**config.mk**
```make
export PLATFORM = sky130hd
export DESIGN_NAME = asic_axi_feeder_master_flat
export DESIGN_NICKNAME = d
export VERILOG_FILES = /design/src/rtl/asic_axi_pkg.sv /design/src/rtl/asic_axi_feeder_master_if.sv /design/src/rtl/asic_axi_feeder_master.sv /design/src/flat_wrapper.sv
export SDC_FILE = /design/constraint.sdc
export NUM_CORES = 1
export LEC_CHECK = 0
export ABC_AREA = 1
export CAP_MARGIN = 20
export CORE_MARGIN = 5
export CORE_UTILIZATION = 35
export CTS_BUF_LIST = sky130_fd_sc_hd__clkbuf_16
export CTS_CLUSTER_DIAMETER = 50
export DETAILED_ROUTE_END_ITERATION = 12
export GPL_ROUTABILITY_DRIVEN = 0
export GPL_TIMING_DRIVEN = 0
export PLACE_DENSITY = 0.81
export SYNTH_ARGS = -nofsm -noshare
export SYNTH_HDL_FRONTEND = slang
export SYNTH_SLANG_ARGS = --single-unit
```
**constraint.sdc**
```tcl
create_clock -name ACLK -period 2.75 [get_ports ACLK]
set_input_delay 0.55 -clock ACLK [delete_from_list [all_inputs] [get_ports ACLK]]
set_output_delay 0.55 -clock ACLK [all_outputs]
set_load 0.005 [all_outputs]
```
**src/rtl/asic_axi_pkg.sv**
```systemverilog
// Shared AXI constants, ASIC register map and feeder FSM state encoding.
package asic_axi_pkg;

  localparam int AXI_ADDR_W = 32;
  localparam int AXI_DATA_W = 32;
  localparam int AXI_ID_W   = 4;
  localparam int AXI_LEN_W  = 4;

  localparam logic [1:0] RESP_OKAY   = 2'b00;
  localparam logic [1:0] RESP_SLVERR = 2'b10;

  localparam logic [1:0] BURST_FIXED = 2'b00;
  localparam logic [1:0] BURST_INCR  = 2'b01;

  localparam logic [2:0] SIZE_4B = 3'b010;

  localparam logic [31:0] REG_ENABLE = 32'h0;
  localparam logic [31:0] REG_DATA   = 32'h4;
  localparam logic [31:0] REG_OFMAP  = 32'h8;

  typedef enum logic [2:0] {
    ST_IDLE,
    ST_AW,
    ST_W,
    ST_B,
    ST_AR,
    ST_R,
    ST_DONE
  } feeder_state_e;

endpackage

```
**src/rtl/asic_axi_feeder_master_if.sv**
```systemverilog
// AXI4 master-side bundle between the feeder and the ASIC wrapper MMIO port.
interface asic_axi_feeder_master_if #(
  parameter int ADDR_W = 32,
  parameter int DATA_W = 32,
  parameter int ID_W   = 4,
  parameter int LEN_W  = 4
);
  logic [ID_W-1:0]     AWID_M;
  logic [ADDR_W-1:0]   AWADDR_M;
  logic [LEN_W-1:0]    AWLEN_M;
  logic [2:0]          AWSIZE_M;
  logic [1:0]          AWBURST_M;
  logic                AWVALID_M;
  logic                AWREADY_M;
  logic [DATA_W-1:0]   WDATA_M;
  logic [DATA_W/8-1:0] WSTRB_M;
  logic                WLAST_M;
  logic                WVALID_M;
  logic                WREADY_M;
  logic [ID_W-1:0]     BID_M;
  logic [1:0]          BRESP_M;
  logic                BVALID_M;
  logic                BREADY_M;
  logic [ID_W-1:0]     ARID_M;
  logic [ADDR_W-1:0]   ARADDR_M;
  logic [LEN_W-1:0]    ARLEN_M;
  logic [2:0]          ARSIZE_M;
  logic [1:0]          ARBURST_M;
  logic                ARVALID_M;
  logic                ARREADY_M;
  logic [ID_W-1:0]     RID_M;
  logic [DATA_W-1:0]   RDATA_M;
  logic [1:0]          RRESP_M;
  logic                RLAST_M;
  logic                RVALID_M;
  logic                RREADY_M;

  modport master (
    output AWID_M, AWADDR_M, AWLEN_M, AWSIZE_M, AWBURST_M, AWVALID_M,
    input  AWREADY_M,
    output WDATA_M, WSTRB_M, WLAST_M, WVALID_M,
    input  WREADY_M,
    input  BID_M, BRESP_M, BVALID_M,
    output BREADY_M,
    output ARID_M, ARADDR_M, ARLEN_M, ARSIZE_M, ARBURST_M, ARVALID_M,
    input  ARREADY_M,
    input  RID_M, RDATA_M, RRESP_M, RLAST_M, RVALID_M,
    output RREADY_M
  );

  modport slave (
    input  AWID_M, AWADDR_M, AWLEN_M, AWSIZE_M, AWBURST_M, AWVALID_M,
    output AWREADY_M,
    input  WDATA_M, WSTRB_M, WLAST_M, WVALID_M,
    output WREADY_M,
    output BID_M, BRESP_M, BVALID_M,
    input  BREADY_M,
    input  ARID_M, ARADDR_M, ARLEN_M, ARSIZE_M, ARBURST_M, ARVALID_M,
    output ARREADY_M,
    output RID_M, RDATA_M, RRESP_M, RLAST_M, RVALID_M,
    input  RREADY_M
  );
endinterface

```
**src/rtl/asic_axi_feeder_master.sv**
```systemverilog
// AXI4 master feeding the ASIC MMIO port: FIXED-burst word streams into one
// register, or a single-word read returned to the requester.
module asic_axi_feeder_master
  import asic_axi_pkg::*;
#(
  parameter int ADDR_W    = 32,
  parameter int DATA_W    = 32,
  parameter int ID_W      = 4,
  parameter int LEN_W     = 4,
  parameter int MAX_BURST = 16,
  parameter int CNT_W     = 11,
  parameter int MASTER_ID = 0
) (
  input  logic              ACLK,
  input  logic              ARESETn,
  input  logic              cmd_valid,
  output logic              cmd_ready,
  input  logic              cmd_write,
  input  logic [ADDR_W-1:0] cmd_addr,
  input  logic [CNT_W-1:0]  cmd_words,
  input  logic [DATA_W-1:0] s_data,
  input  logic              s_valid,
  output logic              s_ready,
  output logic [DATA_W-1:0] rd_data,
  output logic              rd_valid,
  output logic              done,
  output logic              err,
  output logic              busy,
  asic_axi_feeder_master_if.master axi
);

  localparam logic [CNT_W-1:0] MAX_BURST_C = CNT_W'(MAX_BURST);

  feeder_state_e     state_q, state_d;
  logic [ADDR_W-1:0] addr_q;
  logic [CNT_W-1:0]  remaining_q;
  logic [LEN_W-1:0]  beat_q;
  logic              err_q;
  logic              rd_valid_q;
  logic [DATA_W-1:0] rd_data_q;
  logic [CNT_W-1:0]  burst_len;
  logic [LEN_W-1:0]  awlen;
  logic              wlast;
  logic              w_hs;
  logic              unused_ids;

  // remaining only changes on the B handshake, so the burst length derived
  // from it stays stable across AW, W and B of the same burst.
  assign burst_len = (remaining_q > MAX_BURST_C) ? MAX_BURST_C : remaining_q;
  assign awlen     = LEN_W'(burst_len - CNT_W'(1));
  assign wlast     = (beat_q == awlen);
  assign w_hs      = (state_q == ST_W) && s_valid && axi.WREADY_M;

  assign axi.AWID_M    = ID_W'(MASTER_ID);
  assign axi.AWADDR_M  = addr_q;
  assign axi.AWLEN_M   = awlen;
  assign axi.AWSIZE_M  = SIZE_4B;
  assign axi.AWBURST_M = BURST_FIXED;
  assign axi.WDATA_M   = s_data;
  assign axi.WSTRB_M   = '1;
  assign axi.WLAST_M   = (state_q == ST_W) && wlast;
  assign axi.ARID_M    = ID_W'(MASTER_ID);
  assign axi.ARADDR_M  = addr_q;
  assign axi.ARLEN_M   = '0;
  assign axi.ARSIZE_M  = SIZE_4B;
  assign axi.ARBURST_M = BURST_INCR;

  assign rd_data    = rd_data_q;
  assign rd_valid   = rd_valid_q;
  assign err        = err_q;
  assign done       = (state_q == ST_DONE);
  assign busy       = (state_q != ST_IDLE);
  assign unused_ids = ^{axi.BID_M, axi.RID_M, axi.RLAST_M};

  // State register; reset abandons any transaction in flight.
  always_ff @(posedge ACLK) begin
    if (!ARESETn) state_q <= ST_IDLE;
    else          state_q <= state_d;
  end

  // Next-state and channel handshake outputs.
  always_comb begin
    state_d        = state_q;
    cmd_ready      = 1'b0;
    s_ready        = 1'b0;
    axi.AWVALID_M  = 1'b0;
    axi.WVALID_M   = 1'b0;
    axi.BREADY_M   = 1'b0;
    axi.ARVALID_M  = 1'b0;
    axi.RREADY_M   = 1'b0;
    unique case (state_q)
      ST_IDLE: begin
        cmd_ready = 1'b1;
        if (cmd_valid) begin
          if (!cmd_write)            state_d = ST_AR;
          else if (cmd_words == '0)  state_d = ST_DONE;
          else                       state_d = ST_AW;
        end
      end
      ST_AW: begin
        axi.AWVALID_M = 1'b1;
        if (axi.AWREADY_M) state_d = ST_W;
      end
      ST_W: begin
        axi.WVALID_M = s_valid;
        s_ready      = axi.WREADY_M;
        if (w_hs && wlast) state_d = ST_B;
      end
      ST_B: begin
        axi.BREADY_M = 1'b1;
        if (axi.BVALID_M) begin
          if (axi.BRESP_M != RESP_OKAY)     state_d = ST_DONE;
          else if (remaining_q == burst_len) state_d = ST_DONE;
          else                               state_d = ST_AW;
        end
      end
      ST_AR: begin
        axi.ARVALID_M = 1'b1;
        if (axi.ARREADY_M) state_d = ST_R;
      end
      ST_R: begin
        axi.RREADY_M = 1'b1;
        if (axi.RVALID_M) state_d = ST_DONE;
      end
      ST_DONE: state_d = ST_IDLE;
      default: state_d = ST_IDLE;
    endcase
  end

  // Command latch and burst bookkeeping; meaningless outside a command.
  always_ff @(posedge ACLK) begin
    if (state_q == ST_IDLE && cmd_valid) begin
      addr_q      <= cmd_addr;
      remaining_q <= cmd_words;
    end else if (state_q == ST_B && axi.BVALID_M) begin
      remaining_q <= remaining_q - burst_len;
    end
  end

  // Beat counter, error flag and read-return registers.
  always_ff @(posedge ACLK) begin
    if (!ARESETn) begin
      beat_q     <= '0;
      err_q      <= 1'b0;
      rd_valid_q <= 1'b0;
      rd_data_q  <= '0;
    end else begin
      rd_valid_q <= 1'b0;
      if (state_q == ST_IDLE && cmd_valid) begin
        err_q  <= 1'b0;
        beat_q <= '0;
      end
      if (w_hs) beat_q <= wlast ? '0 : beat_q + LEN_W'(1);
      if (state_q == ST_B && axi.BVALID_M && axi.BRESP_M != RESP_OKAY) err_q <= 1'b1;
      if (state_q == ST_R && axi.RVALID_M) begin
        rd_data_q  <= axi.RDATA_M;
        rd_valid_q <= 1'b1;
        if (axi.RRESP_M != RESP_OKAY) err_q <= 1'b1;
      end
    end
  end

endmodule

```
**src/flat_wrapper.sv**
```systemverilog
// flat-port wrapper written by rule: the top's interface ports become plain ports
module asic_axi_feeder_master_flat import asic_axi_pkg::*;
#(
  parameter int ADDR_W    = 32,
  parameter int DATA_W    = 32,
  parameter int ID_W      = 4,
  parameter int LEN_W     = 4,
  parameter int MAX_BURST = 16,
  parameter int CNT_W     = 11,
  parameter int MASTER_ID = 0
)
  (ACLK, ARESETn, cmd_valid, cmd_ready, cmd_write, cmd_addr, cmd_words, s_data, s_valid, s_ready, rd_data, rd_valid, done, err, busy, axi_AWID_M, axi_AWADDR_M, axi_AWLEN_M, axi_AWSIZE_M, axi_AWBURST_M, axi_AWVALID_M, axi_AWREADY_M, axi_WDATA_M, axi_WSTRB_M, axi_WLAST_M, axi_WVALID_M, axi_WREADY_M, axi_BID_M, axi_BRESP_M, axi_BVALID_M, axi_BREADY_M, axi_ARID_M, axi_ARADDR_M, axi_ARLEN_M, axi_ARSIZE_M, axi_ARBURST_M, axi_ARVALID_M, axi_ARREADY_M, axi_RID_M, axi_RDATA_M, axi_RRESP_M, axi_RLAST_M, axi_RVALID_M, axi_RREADY_M);
  asic_axi_feeder_master_if #(.ADDR_W(ADDR_W), .DATA_W(DATA_W), .ID_W(ID_W), .LEN_W(LEN_W)) axi_i ();
  input  logic ACLK;
  input  logic ARESETn;
  input  logic cmd_valid;
  output logic cmd_ready;
  input  logic cmd_write;
  input  logic [ADDR_W-1:0] cmd_addr;
  input  logic [CNT_W-1:0] cmd_words;
  input  logic [DATA_W-1:0] s_data;
  input  logic s_valid;
  output logic s_ready;
  output logic [DATA_W-1:0] rd_data;
  output logic rd_valid;
  output logic done;
  output logic err;
  output logic busy;
  output wire logic [$bits(axi_i.AWID_M)-1:0] axi_AWID_M;
  output wire logic [$bits(axi_i.AWADDR_M)-1:0] axi_AWADDR_M;
  output wire logic [$bits(axi_i.AWLEN_M)-1:0] axi_AWLEN_M;
  output wire logic [$bits(axi_i.AWSIZE_M)-1:0] axi_AWSIZE_M;
  output wire logic [$bits(axi_i.AWBURST_M)-1:0] axi_AWBURST_M;
  output wire logic [$bits(axi_i.AWVALID_M)-1:0] axi_AWVALID_M;
  input wire logic [$bits(axi_i.AWREADY_M)-1:0] axi_AWREADY_M;
  output wire logic [$bits(axi_i.WDATA_M)-1:0] axi_WDATA_M;
  output wire logic [$bits(axi_i.WSTRB_M)-1:0] axi_WSTRB_M;
  output wire logic [$bits(axi_i.WLAST_M)-1:0] axi_WLAST_M;
  output wire logic [$bits(axi_i.WVALID_M)-1:0] axi_WVALID_M;
  input wire logic [$bits(axi_i.WREADY_M)-1:0] axi_WREADY_M;
  input wire logic [$bits(axi_i.BID_M)-1:0] axi_BID_M;
  input wire logic [$bits(axi_i.BRESP_M)-1:0] axi_BRESP_M;
  input wire logic [$bits(axi_i.BVALID_M)-1:0] axi_BVALID_M;
  output wire logic [$bits(axi_i.BREADY_M)-1:0] axi_BREADY_M;
  output wire logic [$bits(axi_i.ARID_M)-1:0] axi_ARID_M;
  output wire logic [$bits(axi_i.ARADDR_M)-1:0] axi_ARADDR_M;
  output wire logic [$bits(axi_i.ARLEN_M)-1:0] axi_ARLEN_M;
  output wire logic [$bits(axi_i.ARSIZE_M)-1:0] axi_ARSIZE_M;
  output wire logic [$bits(axi_i.ARBURST_M)-1:0] axi_ARBURST_M;
  output wire logic [$bits(axi_i.ARVALID_M)-1:0] axi_ARVALID_M;
  input wire logic [$bits(axi_i.ARREADY_M)-1:0] axi_ARREADY_M;
  input wire logic [$bits(axi_i.RID_M)-1:0] axi_RID_M;
  input wire logic [$bits(axi_i.RDATA_M)-1:0] axi_RDATA_M;
  input wire logic [$bits(axi_i.RRESP_M)-1:0] axi_RRESP_M;
  input wire logic [$bits(axi_i.RLAST_M)-1:0] axi_RLAST_M;
  input wire logic [$bits(axi_i.RVALID_M)-1:0] axi_RVALID_M;
  output wire logic [$bits(axi_i.RREADY_M)-1:0] axi_RREADY_M;
  assign axi_AWID_M = axi_i.AWID_M;
  assign axi_AWADDR_M = axi_i.AWADDR_M;
  assign axi_AWLEN_M = axi_i.AWLEN_M;
  assign axi_AWSIZE_M = axi_i.AWSIZE_M;
  assign axi_AWBURST_M = axi_i.AWBURST_M;
  assign axi_AWVALID_M = axi_i.AWVALID_M;
  assign axi_i.AWREADY_M = axi_AWREADY_M;
  assign axi_WDATA_M = axi_i.WDATA_M;
  assign axi_WSTRB_M = axi_i.WSTRB_M;
  assign axi_WLAST_M = axi_i.WLAST_M;
  assign axi_WVALID_M = axi_i.WVALID_M;
  assign axi_i.WREADY_M = axi_WREADY_M;
  assign axi_i.BID_M = axi_BID_M;
  assign axi_i.BRESP_M = axi_BRESP_M;
  assign axi_i.BVALID_M = axi_BVALID_M;
  assign axi_BREADY_M = axi_i.BREADY_M;
  assign axi_ARID_M = axi_i.ARID_M;
  assign axi_ARADDR_M = axi_i.ARADDR_M;
  assign axi_ARLEN_M = axi_i.ARLEN_M;
  assign axi_ARSIZE_M = axi_i.ARSIZE_M;
  assign axi_ARBURST_M = axi_i.ARBURST_M;
  assign axi_ARVALID_M = axi_i.ARVALID_M;
  assign axi_i.ARREADY_M = axi_ARREADY_M;
  assign axi_i.RID_M = axi_RID_M;
  assign axi_i.RDATA_M = axi_RDATA_M;
  assign axi_i.RRESP_M = axi_RRESP_M;
  assign axi_i.RLAST_M = axi_RLAST_M;
  assign axi_i.RVALID_M = axi_RVALID_M;
  assign axi_RREADY_M = axi_i.RREADY_M;
  asic_axi_feeder_master #(.ADDR_W(ADDR_W), .DATA_W(DATA_W), .ID_W(ID_W), .LEN_W(LEN_W), .MAX_BURST(MAX_BURST), .CNT_W(CNT_W), .MASTER_ID(MASTER_ID)) u_core (.ACLK(ACLK), .ARESETn(ARESETn), .cmd_valid(cmd_valid), .cmd_ready(cmd_ready), .cmd_write(cmd_write), .cmd_addr(cmd_addr), .cmd_words(cmd_words), .s_data(s_data), .s_valid(s_valid), .s_ready(s_ready), .rd_data(rd_data), .rd_valid(rd_valid), .done(done), .err(err), .busy(busy), .axi(axi_i));
endmodule
```
# Word level (Yosys, flattened, before mapping)
# Index checks and enable logic that the tools add are counted.
[op_classes]
addsub = 3
magnitude_cmp = 1
n_eq_ne = 14
muxes = 29
n_reduce_logical = 16
[op_table]
columns = ["operator", "n"]
rows = [
  ["2-to-1 mux 11 bit", 3],
  ["2-to-1 mux 3 bit", 10],
  ["one-hot mux 3 bit (6 select lines)", 1],
  ["2-to-1 mux 1 bit", 12],
  ["2-to-1 mux 4 bit", 3],
  ["!= test 2 bit (second input constant)", 6],
  ["== test 11 bit", 1],
  ["> comparator 11 x 5 -> 1 bit (second input constant)", 1],
  ["logical NOT 11 bit", 1],
  ["subtractor 11 bit", 1],
  ["== test 3 bit (second input constant)", 3],
  ["logical AND 1 bit", 8],
  ["nonzero test 2 bit", 4],
  ["== test 3 x 2 -> 1 bit (second input constant)", 2],
  ["AND reduction 6 bit", 1],
  ["adder 4 x 1 -> 4 bit (second input constant)", 1],
  ["== test 4 bit", 1],
  ["subtractor 4 x 1 -> 4 bit (second input constant)", 1],
  ["== test 3 x 1 -> 1 bit (second input constant)", 1],
  ["logical NOT 3 bit", 1],
  ["nonzero test 3 bit", 1],
]
[totals]
register_bits = 84
input_bits = 130
out_inout_bits = 170
elab_cells = 70

# Depth between registers and ports, before layout
# Gate-level depths: netlist (run 1).
[depth]
ltp_word = 7
depth_mapped = 18
mapped_depth_nobuf = 18

# Worst setup path before layout (run 1)
# Ideal clock, no wire load.
[synth_path]
kind = "reg2out"
from = "register u_core.remaining_q[8]"
to = "output axi_WLAST_M"
arrival_ns = 1.909
required_ns = 2.200
path_slack_ns = 0.291
stages_incl_launch_ff = 13
path_buffers = 0
cell_sequence = "edfxtp_1 > nor2_4 > nand2_4 > nor2_8 > nand2_4 > inv_1 > nand2_1 > ha_1 > xor2_1 > nand2_1 > nor2_2 > nand2_2 > nor2_1"
[synth_between]
elab_chain_len = 5
[synth_lines]
columns = ["element", "line_no", "text"]
rows = [
  ["start, declared", "asic_axi_feeder_master.sv:36", "logic [CNT_W-1:0] remaining_q;"],
  ["start signal, assigned", "asic_axi_feeder_master.sv:134", "remaining_q <= cmd_words;"],
  ["start signal, assigned", "asic_axi_feeder_master.sv:136", "remaining_q <= remaining_q - burst_len;"],
  ["> comparator 11 x 5 -> 1 bit", "asic_axi_feeder_master.sv:49", "assign burst_len = (remaining_q > MAX_BURST_C) ? MAX_BURST_C : remaining_q;"],
  ["2-to-1 mux 11 bit", "asic_axi_feeder_master.sv:49", ""],
  ["subtractor 4 x 1 -> 4 bit", "asic_axi_feeder_master.sv:50", "assign awlen = LEN_W'(burst_len - CNT_W'(1));"],
  ["== test 4 bit", "asic_axi_feeder_master.sv:51", "assign wlast = (beat_q == awlen);"],
  ["logical AND 1 bit", "asic_axi_feeder_master.sv:61", "assign axi.WLAST_M = (state_q == ST_W) && wlast;"],
  ["end, declared", "flat_wrapper.sv:38", "output wire logic [$bits(axi_i.WLAST_M)-1:0] axi_WLAST_M;"],
]
# Every way passes these cells.

# Worst setup path after layout (run 1)
# Same ends and word-level chain as after synthesis.

==> flow_metrics.tcl, run 1 <==
set metrics [dict create \
    status "finished, violations left" \
    violations "negative setup slack" \
    critPathTopFamily "simple AND/OR/NAND/NOR gates" \
    synth_cell_type_count 34 \
    async_flop_share 0 \
    ys_ff_latch 84 \
    timing.critical_path.slowest_cell_delay_ns 0.43 \
    crit_type "reg2out" \
    drive_gt1_frac 0.211 \
    finalSetupViolCount 3 \
    drc 0 \
    cts_tree "yes" \
    timing.critical_path.fanout_max 7 \
    timing_worst_slew_pin_value_ns 0.837 \
    ys.flop_type "sky130_fd_sc_hd__edfxtp_1" \
    peakVddDrop_v 0.000292 \
    worstSkewPairLatency_ns 0.34 \
    design.final.nets 899 \
    cts-root-to-sink-buffers 2 \
    critPathLaunchType "register" \
    post-synth-top-area-cell "sky130_fd_sc_hd__edfxtp_1" \
    utilization 0.617 \
    fin_ws_ns -0.110 \
    hp-class "reg2reg" \
    first_global_vias 3799 \
    floorplan.die_area_sq_um 14400 \
    design.portCount 300 \
    grt_pass1_wl_microns 18700 \
    power_per_cell_area_nw_per_um2 663 \
    drt_first_pass_iters 5 \
    max_freq_ghz 0.350 \
    dp_hpwl_microns 10200 \
    die_h_microns 120 \
    antenna_cells_inserted 0 \
    power.leakage_nw 3.04 \
    fin_worst_skew_ns 0.00673 \
    stdcell_count 918 \
    core_area_sq_um 12000 \
    netlist_instances 477 \
    final_antenna_net_count 0 \
    portBuffers 232 \
    wl_met3_microns 1540 \
    grt_antenna_before_repair 0 \
    routed-wl-met2_microns 6670 \
    synth.top_cells.by_area "sky130_fd_sc_hd__edfxtp_1, sky130_fd_sc_hd__dfxtp_1, sky130_fd_sc_hd__buf_4" \
    cts_hold_buf 0 \
    synthDominantCellAreaShare 0.304 \
    layout_min_cycle_time_ns 2.86 \
    met1_length_microns 4450 \
    final.period_utilization 1.04 \
    area_delta_synth_final_pct 73.8 \
    synth_enable_flop_cells 43 \
    dr.first_iter.drc_count 129 \
    remaining_max_slew_budget_at_the_tightest_pin 0.442 \
    post_drt_via_cell_ratio 4.35 \
    ys.warnings.count 0 \
    std_cell_rows 40 \
    syn-mean-instance-area_sq_um 8.89 \
    numCtsBuffers 9 \
    mappedNetlistArea_sq_um 4240 \
    slowest_stage "sky130_fd_sc_hd__edfxtp_1" \
    maximum_number_of_pins_on_one_net_before_global_route_repair 42 \
    maxCapViolations 0 \
    slew_violations 0 \
    rsz0062_at_grt "yes" \
    hold_violations 0 \
    ys_seq_area_frac 0.498 \
    globalRoute.totalOverflow 0 \
    gr-usage-all-layers 0.166 \
    timing.critical_path.cells "nor2_4 > nand2_4 > nor2_8 > nand2_8 > inv_6 > nand2_4 > ha_4 > xor2_1 > nand2_1 > nor2_2 > nand2_2 > nor2_2 > buf_2" \
    route.top_layer_used "met4" \
    wirelength_microns 12800 \
    initial_util 0.355 \
    dp_cells 881 \
    cts.clk_slew.worst_paths_ns 0.06 \
    cts_root_buffer "sky130_fd_sc_hd__clkbuf_16" \
    critPathCaptureType "primary output" \
    clock_sink_count 84 \
    wl_per_cell_microns 14.0 \
    h-tree-depth 3 \
    timing.critical_path.buf_inv 2 \
    detailroute.via_count 3990 \
    cp_data_required_time_ns 2.20 \
    die_w_microns 120 \
    critPathArrivalTime_ns 2.31 \
]
-- logic make-up (layout without fill, tap and decap cells) --
family | after synthesis | after routing | synth area share
XOR/XNOR | 7 | 7 | 0.0145
adder cells (fa/ha/maj) | 3 | 3 | 0.00885
flip-flops | 84 | 84 | 0.498
AND/OR/NAND/NOR | 186 | 186 | 0.196
AO/OA/AOI/OAI | 60 | 60 | 0.0796
other | 2 | 27 | 0.00177
buffers and inverters | 135 | 404 | 0.202
-- cell type report --
type | instances | area (sq um)
Clock buffer | 10 | 250
Buffer | 101 | 729
Multi-Input combinational cell | 283 | 1440
Fill cell | 1034 | 4590
Clock inverter | 6 | 58.8
Sequential cell | 84 | 2110
Tap cell | 147 | 184
Timing Repair Buffer | 253 | 2470
Inverter | 34 | 133
-- worst register-to-register path, stage by stage (launching register included) --
cell	delay, ns
sky130_fd_sc_hd__edfxtp_1	0.43
sky130_fd_sc_hd__nor2_4	0.16
sky130_fd_sc_hd__nand2_4	0.09
sky130_fd_sc_hd__nor2_8	0.17
sky130_fd_sc_hd__nand2_8	0.10
sky130_fd_sc_hd__inv_6	0.08
sky130_fd_sc_hd__nand2_4	0.05
sky130_fd_sc_hd__ha_4	0.26
sky130_fd_sc_hd__xor2_1	0.13
sky130_fd_sc_hd__nand2_1	0.07
sky130_fd_sc_hd__nor2_2	0.15
sky130_fd_sc_hd__buf_4	0.12
sky130_fd_sc_hd__buf_4	0.09
sky130_fd_sc_hd__buf_4	0.10
sky130_fd_sc_hd__buf_4	0.09
sky130_fd_sc_hd__buf_4	0.09
sky130_fd_sc_hd__buf_4	0.10
sky130_fd_sc_hd__nand3_4	0.06
sky130_fd_sc_hd__nand2_4	0.09
sky130_fd_sc_hd__nand2_4	0.05
sky130_fd_sc_hd__nand2_1	0.08
sky130_fd_sc_hd__nand2_1	0.04
sky130_fd_sc_hd__nor2_1	0.10
-- synthesized netlist by cell type (all sizes together) (3+ instances only) --
master / number
buf: 94
nand2: 122
xor2: 4
inv: 34
o21ai: 11
nor3: 6
nor2: 36
nand3: 14
clkbuf: 7
ha: 3
xnor2: 3
nand4: 5
edfxtp: 43
a21oi: 44
dfxtp: 41
-- registers in the layout, indices dropped and copies added (netlist names) --
name                 cells
u_core.rd_valid          1
u_core.err               1
u_core.beat_q            4
u_core.state_q           3
u_core.remaining_q      11
u_core.rd_data          32
u_core.axi.ARADDR_M     32
-- per-layer routing --
metal	GRT usage	vias up
met1	0.164	1780
met4	0.0594	0
li1	-	2009
met5	0	-
met2	0.303	188
met3	0.0778	13
-- worst paths after layout --
path	startpoint	end	cells after the start	slack, ns
worst min register to register	u_core.rd_data[19]$_SDFFE_PN0P_	u_core.rd_data[19]$_SDFFE_PN0P_	2	0.46
worst max register to register	u_core.remaining_q[8]$_DFFE_PP_	u_core.state_q[1]$_SDFFE_PN0P_	22	-0.03
worst min-delay path	u_core.rd_data[19]$_SDFFE_PN0P_	u_core.rd_data[19]$_SDFFE_PN0P_	2	0.46
worst max-delay path	u_core.remaining_q[8]$_DFFE_PP_	axi_WLAST_M	13	-0.11
-- layout by cell type, fill, tap and decap left out, types with 11 or more instances in the layout --
cell type,instances
sky130_fd_sc_hd__dfxtp_1,41
sky130_fd_sc_hd__clkdlybuf4s50_1,229
sky130_fd_sc_hd__a21oi_1,42
sky130_fd_sc_hd__conb_1,27
sky130_fd_sc_hd__buf_4,114
sky130_fd_sc_hd__inv_1,32
sky130_fd_sc_hd__nand2_1,113
sky130_fd_sc_hd__nand3_1,11
sky130_fd_sc_hd__edfxtp_1,43
sky130_fd_sc_hd__nor2_1,26
-- report_power, final --
| group | switching, mW | internal (mW) | leakage [nW] |
|---|---|---|---|
| clock network | 0.506 | 0.757 | 0.158 |
| registers | 0.151 | 1.62 | 0.735 |
| logic | 0.809 | 1.05 | 2.15 |
| total | 1.47 | 3.43 | 3.04 |
-- per-stage QoR --
stage               hold slack (ns)  worst slack [ns]  TNS, ns  total power [mW]  area (sq um)
floorplan                     0.462             0.291        0              2.64          4340
global placement              0.451            -0.429   -0.429              3.49          6840
detailed placement            0.455            -0.432   -0.432              3.52          6840
CTS                           0.465            -0.169   -0.169              4.88          7290
global route                  0.482            -0.264   -0.768              5.17          7380
finish                        0.463            -0.110   -0.137              4.89          7380
-- what timing repair did --
action                     in CTS  in global routing
setup buffers                  13                  8
pin swaps                       6                  7
setup endpoints to repair       3                  5
resized for setup              16                  6
gates cloned                    0                  0
(Power assumes the default switching activity.)
==> inputs of run 2 (changes only) <==
--- a/config.mk
+++ b/config.mk
@@ -5,7 +5,6 @@
 export SDC_FILE = /design/constraint.sdc
 export NUM_CORES = 1
 export LEC_CHECK = 0
-export ABC_AREA = 1
 export CAP_MARGIN = 20
 export CORE_MARGIN = 5
 export CORE_UTILIZATION = 35
==> run 2 against run 1 <==
Compared with the run above:
- the run still ends with negative setup slack left
- global-route usage is 1.2 points higher
- cell count shrank 4.6%
- clock skew up 0.0013 ns
- critical path depth fell by 3
- clock-buffer cell count down 1
- worst hold slack lost 0.011 ns
- non-clock buffer count rose by 1
- register-to-register slack got worse by 0.25 ns
- total power up 1.8%
- synthesized cell count is 7.8% lower
- sequential cell count unchanged
==> flow_metrics.tcl, run 2 <==
set metrics [dict create \
    maximum_number_of_pins_on_one_net_before_global_route_repair 42 \
    timing_worst_slew_pin_value_ns 0.906 \
    power_per_cell_area_nw_per_um2 682 \
    core_area_sq_um 11900 \
    cp_data_required_time_ns 2.20 \
    switchingPower_mw 1.45 \
    critPathArrivalTime_ns 2.95 \
    area_delta_synth_final_pct 72.8 \
    final_design_area_no_fill_sq_um 7310 \
    p_comb_frac 0.383 \
    post-synth-top-area-cell "sky130_fd_sc_hd__edfxtp_1" \
    numCtsBuffers 9 \
    max_freq_ghz 0.285 \
    crit-reg2reg-launch "u_core.remaining_q[1]$_DFFE_PP_" \
    timing.critical_path.slowest_cell_delay_ns 0.58 \
    ys_seq_area_frac 0.500 \
    ys.warnings.count 0 \
    critPathLaunchType "register" \
    synthDominantCellAreaShare 0.305 \
    most-common-layout-cells "sky130_fd_sc_hd__clkdlybuf4s50_1, sky130_fd_sc_hd__buf_4, sky130_fd_sc_hd__nand2_1, sky130_fd_sc_hd__a21oi_1, sky130_fd_sc_hd__edfxtp_1" \
    dp_hpwl_microns 10800 \
    syn-mean-instance-area_sq_um 9.61 \
    hp-class "reg2reg" \
    n_fill_cell 963 \
    cts_hold_buf 0 \
    remaining_max_slew_budget_at_the_tightest_pin 0.396 \
    drc 0 \
    hold_start "u_core.rd_data[10]$_SDFFE_PN0P_" \
    portBuffers 232 \
    layout_min_cycle_time_ns 3.50 \
    timing.critical_path.cells "or4_4 > a2111oi_4 > nand2_1 > ha_2 > xnor2_2 > nand4b_1 > a221oi_4 > nand2_1 > nor2_1 > buf_2" \
    drt_first_pass_iters 4 \
    hold_violations 0 \
    slew_violations 0 \
    internal-power_mw 3.53 \
    ys_ff_latch 84 \
    initial_util 0.355 \
    synth.top_cells.by_area "sky130_fd_sc_hd__edfxtp_1, sky130_fd_sc_hd__dfxtp_1, sky130_fd_sc_hd__buf_4" \
    post_drt_via_cell_ratio 4.58 \
    utilization 0.613 \
    design.final.nets 857 \
    grt_pass1_wl_microns 20300 \
    h-tree-depth 3 \
    dp_cells 844 \
    async_flop_share 0 \
    first_global_vias 4146 \
    fin_worst_skew_ns 0.00807 \
    status "finished, violations left" \
    synth_cell_type_count 54 \
    cts.clk_slew.worst_paths_ns 0.06 \
    power.leakage_nw 2.82 \
    violations "negative setup slack" \
    wl_per_cell_microns 15.1 \
    critPathTopFamily "simple AND/OR/NAND/NOR gates" \
    peakVddDrop_v 0.000380 \
    cts_root_buffer "sky130_fd_sc_hd__clkbuf_16" \
    die_w_microns 120 \
    ys.flop_type "sky130_fd_sc_hd__edfxtp_1" \
    maxCapViolations 0 \
    timing.critical_path.fanout_max 2 \
    seq_power_share 0.364 \
    synth_enable_flop_cells 43 \
    layout_commonest_cell "sky130_fd_sc_hd__clkdlybuf4s50_1" \
    dr.first_iter.drc_count 150 \
    switching_share 0.291 \
    worstSkewPairLatency_ns 0.34 \
    finalSetupViolCount 11 \
    slowest_stage "sky130_fd_sc_hd__or4_4" \
    die_h_microns 120 \
    crit_type "reg2out" \
    drive_gt1_frac 0.202 \
    cts_tree "yes" \
    netlist_instances 440 \
    clock_sink_count 84 \
    final.period_utilization 1.27 \
    detailroute.via_count 4013 \
    critPathCaptureType "primary output" \
    dpl_worst_slack_ns -1.43 \
    timing.critical_path.buf_inv 1 \
    placed_area_sq_um 6830 \
    gr-usage-all-layers 0.178 \
    globalRoute.totalOverflow 0 \
    stdcell_count 876 \
    std_cell_rows 40 \
    grt_antenna_before_repair 0 \
    power_frac_clock 0.253 \
    antenna_cells_inserted 0 \
    final_antenna_net_count 0 \
    cts-root-to-sink-buffers 2 \
    wirelength_microns 13200 \
    mappedNetlistArea_sq_um 4230 \
    rsz0062_at_grt "yes" \
    worst_setup_path_startpoint "u_core.remaining_q[1]$_DFFE_PP_" \
    commonest_cells_in_the_netlist "sky130_fd_sc_hd__buf_4, sky130_fd_sc_hd__nand2_1, sky130_fd_sc_hd__a21oi_1" \
    fin_ws_ns -0.754 \
    floorplan.die_area_sq_um 14400 \
    critical_path.most_common_cell "sky130_fd_sc_hd__nand2_1" \
    final.setup.tns_ns -2.27 \
    design.portCount 300 \
]
-- run 2: worst paths after layout --
kind	to	slack [ns]	cells after the start
worst min register to register	u_core.rd_data[10]$_SDFFE_PN0P_	0.45	2
worst max-delay path	axi_WLAST_M	-0.75	10
worst min-delay path	u_core.rd_data[10]$_SDFFE_PN0P_	0.45	2
worst max register to register	u_core.state_q[0]$_SDFFE_PN0P_	-0.28	11
-- run 2: routing by layer --
metal / wire length [microns] / share of wire / track usage / vias up
met5: 0 / 0 / 0 / -
met4: 175 / 0.013 / 0.0601 / 0
met3: 1550 / 0.12 / 0.0943 / 9
met2: 6690 / 0.51 / 0.316 / 216
met1: 4810 / 0.36 / 0.178 / 1817
li1: - / - / - / 1971
-- run 2: layout make-up --
type	count	area, sq um	share of cell area
inverters	6	22.5	0.00308
multi-input cells	268	1470	0.201
well taps	147	184	0.0252
repair buffers	248	2440	0.334
clock buffers	9	225	0.0308
flip-flops and latches	84	2110	0.289
clock inverters	7	91.3	0.0125
plain buffers	107	764	0.105
-- run 2: metrics by stage --
stage	power, mW	hold WS (ns)
finish	4.98	0.452
global route	5.25	0.479
CTS	5.02	0.455
detailed placement	3.64	0.447
global placement	3.58	0.442
floorplan	2.70	0.453
-- run 2: logic make-up after synthesis --
kind of cell	count (synthesis)	share of synthesized area
DFF	84	0.500
buffers and inverters	113	0.186
AOI/OAI and AO/OA	78	0.117
other	2	0.00178
adders and majority gates	3	0.00888
muxes	3	0.00710
and+or+nand+nor	150	0.163
xor gates and xnor gates	7	0.0163
-- run 2: what timing repair did --
item | CTS | global route
pin swaps | 10 | 3
setup endpoints to repair | 14 | 13
setup buffers | 15 | 2
resized for setup | 13 | 3
-- run 2: power groups by stage --
stage                     combinational, mW  sequential, mW  clock, mW
after floorplan                       0.848            1.86          0
after detailed placement               1.75            1.89          0
final                                  1.91            1.81       1.26
after global routing                   2.05            1.84       1.35
after global placement                 1.71            1.87          0
after CTS                              1.91            1.81       1.30
-- run 2: worst reg2reg max path: stages, from the launching register on --
cell,delay (ns)
sky130_fd_sc_hd__edfxtp_1,0.41
sky130_fd_sc_hd__or4_4,0.58
sky130_fd_sc_hd__a2111oi_4,0.35
sky130_fd_sc_hd__nand2_1,0.10
sky130_fd_sc_hd__ha_2,0.21
sky130_fd_sc_hd__xnor2_2,0.14
sky130_fd_sc_hd__nand4b_1,0.25
sky130_fd_sc_hd__a221oi_4,0.30
sky130_fd_sc_hd__buf_4,0.15
sky130_fd_sc_hd__buf_6,0.10
sky130_fd_sc_hd__a31oi_1,0.11
sky130_fd_sc_hd__a2111oi_2,0.22
==> inputs of run 3 (changes only) <==
--- a/config.mk
+++ b/config.mk
@@ -13,7 +13,7 @@
 export DETAILED_ROUTE_END_ITERATION = 12
 export GPL_ROUTABILITY_DRIVEN = 0
 export GPL_TIMING_DRIVEN = 0
-export PLACE_DENSITY = 0.81
+export PLACE_DENSITY = 0.82
 export SYNTH_ARGS = -nofsm -noshare
 export SYNTH_HDL_FRONTEND = slang
 export SYNTH_SLANG_ARGS = --single-unit
==> constraint.sdc (replaced) <==
create_clock -name ACLK -period 2.75 [get_ports ACLK]
set_input_delay 0.825 -clock ACLK [delete_from_list [all_inputs] [get_ports ACLK]]
set_output_delay 0.825 -clock ACLK [all_outputs]
set_load 0.005 [all_outputs]
==> run 3 against run 2 <==
Compared with the run above:
- the flow still finishes with violations (negative setup slack)
- sequential power is essentially flat
- first-iteration DRC count is 11% higher
- clock-buffer cell count rose by 1
- sequential share of layout area shrank 0.89 points
- sequential cell count is the same
- clock power decreased by 3%
- setup slack worse by 0.48 ns
==> flow_metrics.tcl, run 3 (synthesis gave the netlist of run 2 again) <==
set metrics [dict create \
    status "finished, violations left" \
    ff2ff_setup_slack_ns -0.42 \
    die_w_microns 120 \
    remaining_max_slew_budget_at_the_tightest_pin 0.397 \
    cts-root-to-sink-buffers 2 \
    dp_cells 844 \
    critPathArrivalTime_ns 3.16 \
    switchingPower_mw 1.59 \
    detailroute.via_count 4195 \
    power_per_cell_area_nw_per_um2 696 \
    timing_worst_slew_pin_value_ns 0.905 \
    power.leakage_nw 2.95 \
    fin_worst_hold_slack_ns 0.454 \
    std_cell_rows 40 \
    slowest_stage "sky130_fd_sc_hd__or4_4" \
    post_drt_via_cell_ratio 4.69 \
    area_delta_synth_final_pct 78.3 \
    hold_violations 0 \
    timing.critical_path.fanout_max 4 \
    maximum_number_of_pins_on_one_net_before_global_route_repair 42 \
    grt_pass1_wl_microns 21800 \
    n_fill_cell 951 \
    reg2reg_to "u_core.state_q[0]$_SDFFE_PN0P_" \
    cts_tree "yes" \
    critPathCaptureType "primary output" \
    fin_worst_skew_ns 0.0112 \
    wl_per_cell_microns 16.2 \
    h-tree-depth 3 \
    crit-reg2reg-launch "u_core.remaining_q[3]$_DFFE_PP_" \
    numCtsBuffers 9 \
    dp_hpwl_microns 11300 \
    hp-class "reg2reg" \
    gr-usage-all-layers 0.192 \
    seq_power_share 0.344 \
    first_global_vias 4245 \
    slew_violations 0 \
    timing.critical_path.slowest_cell_delay_ns 0.55 \
    drive_gt1_frac 0.232 \
    floorplan.die_area_sq_um 14400 \
    layout_min_cycle_time_ns 3.98 \
    grt_antenna_before_repair 0 \
    cts.clk_slew.worst_paths_ns 0.07 \
    maxCapViolations 0 \
    final.period_utilization 1.45 \
    globalRoute.totalOverflow 0 \
    cp_data_required_time_ns 1.93 \
    rsz0062_at_grt "yes" \
    max_freq_ghz 0.251 \
    timing.critical_path.cells "or4_4 > a2111oi_4 > nand2_1 > ha_2 > xnor2_2 > nand4b_1 > a221oi_4 > nand2_1 > nor2_2 > buf_2" \
    dr.first_iter.drc_count 166 \
    dpl_worst_slack_ns -1.83 \
    critical_path.most_common_cell "sky130_fd_sc_hd__nand2_1" \
    switching_share 0.303 \
    wirelength_microns 14500 \
    portBuffers 232 \
    clock_sink_count 84 \
    worstSkewPairLatency_ns 0.33 \
    initial_util 0.355 \
    worst_setup_path_startpoint "u_core.remaining_q[3]$_DFFE_PP_" \
    power_frac_clock 0.232 \
    violations "negative setup slack" \
    critPathLaunchType "register" \
    die_h_microns 120 \
    crit_type "reg2out" \
    stdcell_count 894 \
    most-common-layout-cells "sky130_fd_sc_hd__clkdlybuf4s50_1, sky130_fd_sc_hd__buf_4, sky130_fd_sc_hd__nand2_1, sky130_fd_sc_hd__a21oi_1, sky130_fd_sc_hd__edfxtp_1" \
    peakVddDrop_v 0.000374 \
    final_antenna_net_count 0 \
    drc 0 \
    reg2regPathDepth 11 \
    cts_root_buffer "sky130_fd_sc_hd__clkbuf_16" \
    p_comb_frac 0.424 \
    core_area_sq_um 11900 \
    fin_ws_ns -1.23 \
    design.portCount 300 \
    antenna_cells_inserted 0 \
    finalSetupViolCount 14 \
    internal-power_mw 3.66 \
    drt_first_pass_iters 5 \
    crit_end "axi_WLAST_M" \
    layout_commonest_cell "sky130_fd_sc_hd__clkdlybuf4s50_1" \
    design.final.nets 875 \
]
run 3: cell count changes in the layout (fill, tap and decap cells not counted), sizes merged:
cell           previous run  this run
clkdlybuf4s50           229       226
bufinv                    2         1
clkinv                    3         0
inv                       6        11
clkbuf                   21        22
buf                     112       131
dlygate4sd2               0         3
dlymetal6s2s              1         0
clkinvlp                  2         0
run 3: power by group through the flow:
stage / registers, mW / logic, mW / clock network [mW]
after floorplan: 1.86 / 0.848 / 0
after global placement: 1.87 / 1.71 / 0
after detailed placement: 1.89 / 1.76 / 0
after CTS: 1.80 / 2.12 / 1.25
after global routing: 1.83 / 2.39 / 1.30
final: 1.81 / 2.23 / 1.22
run 3: worst min-delay path by stage:
stage	cells past startpoint	startpoint	endpoint
6_report	2	u_core.rd_data[29]$_SDFFE_PN0P_	u_core.rd_data[29]$_SDFFE_PN0P_
5_1_grt	2	u_core.rd_data[29]$_SDFFE_PN0P_	u_core.rd_data[29]$_SDFFE_PN0P_
4_1_cts	2	u_core.rd_data[29]$_SDFFE_PN0P_	u_core.rd_data[29]$_SDFFE_PN0P_
3_5_place_dp	2	u_core.rd_data[7]$_SDFFE_PN0P_	u_core.rd_data[7]$_SDFFE_PN0P_
3_3_place_gp	2	u_core.rd_data[20]$_SDFFE_PN0P_	u_core.rd_data[20]$_SDFFE_PN0P_
2_1_floorplan	2	u_core.rd_data[0]$_SDFFE_PN0P_	u_core.rd_data[0]$_SDFFE_PN0P_
run 3: per-stage QoR:
stage          power (mW)  instance area (sq um)   util  setup TNS (ns)
2_1_floorplan        2.70                   4320      -           -1.59
3_3_place_gp         3.58                   6830  0.573          -34.62
3_5_place_dp         3.65                   6830  0.574           -9.06
4_1_cts              5.17                   7460  0.626           -3.46
5_1_grt              5.53                   7540  0.633           -6.25
6_report             5.25                   7540  0.633           -4.79
run 3: timing repair:
| action | 4_1_cts | 5_1_grt |
|---|---|---|
| hold buffers | 0 | 0 |
| resized for setup | 37 | 8 |
| gates cloned | 0 | 0 |
| setup endpoints to repair | 16 | 14 |
| pin swaps | 20 | 13 |
| buffers inserted | 29 | 9 |
run 3: worst max-delay path, delay by kind of cell, from the launching register on:
| family | cells | cell delay, ns |
|---|---|---|
| fa+ha+maj | 1 | 0.20 |
| simple gates | 5 | 1.14 |
| flops | 1 | 0.46 |
| xor+xnor | 1 | 0.14 |
| buf+inv | 1 | 0.14 |
| compound gates | 2 | 0.72 |
run 3: final cells by class:
| cell class | count | area [sq um] | share of cell area |
|---|---|---|---|
| Timing Repair Buffer | 266 | 2590 | 0.344 |
| Sequential cell | 84 | 2110 | 0.280 |
| Multi-Input combinational cell | 268 | 1560 | 0.207 |
| Buffer | 107 | 764 | 0.101 |
| Clock buffer | 10 | 250 | 0.0332 |
| Tap cell | 147 | 184 | 0.0244 |
| Clock inverter | 6 | 53.8 | 0.00714 |
| Inverter | 6 | 22.5 | 0.00299 |
run 3: metal layers:
metal	track usage	routed length (microns)
met1	0.194	4910
met4	0.0694	304
met5	0	0
met2	0.352	7640
met3	0.0782	1620
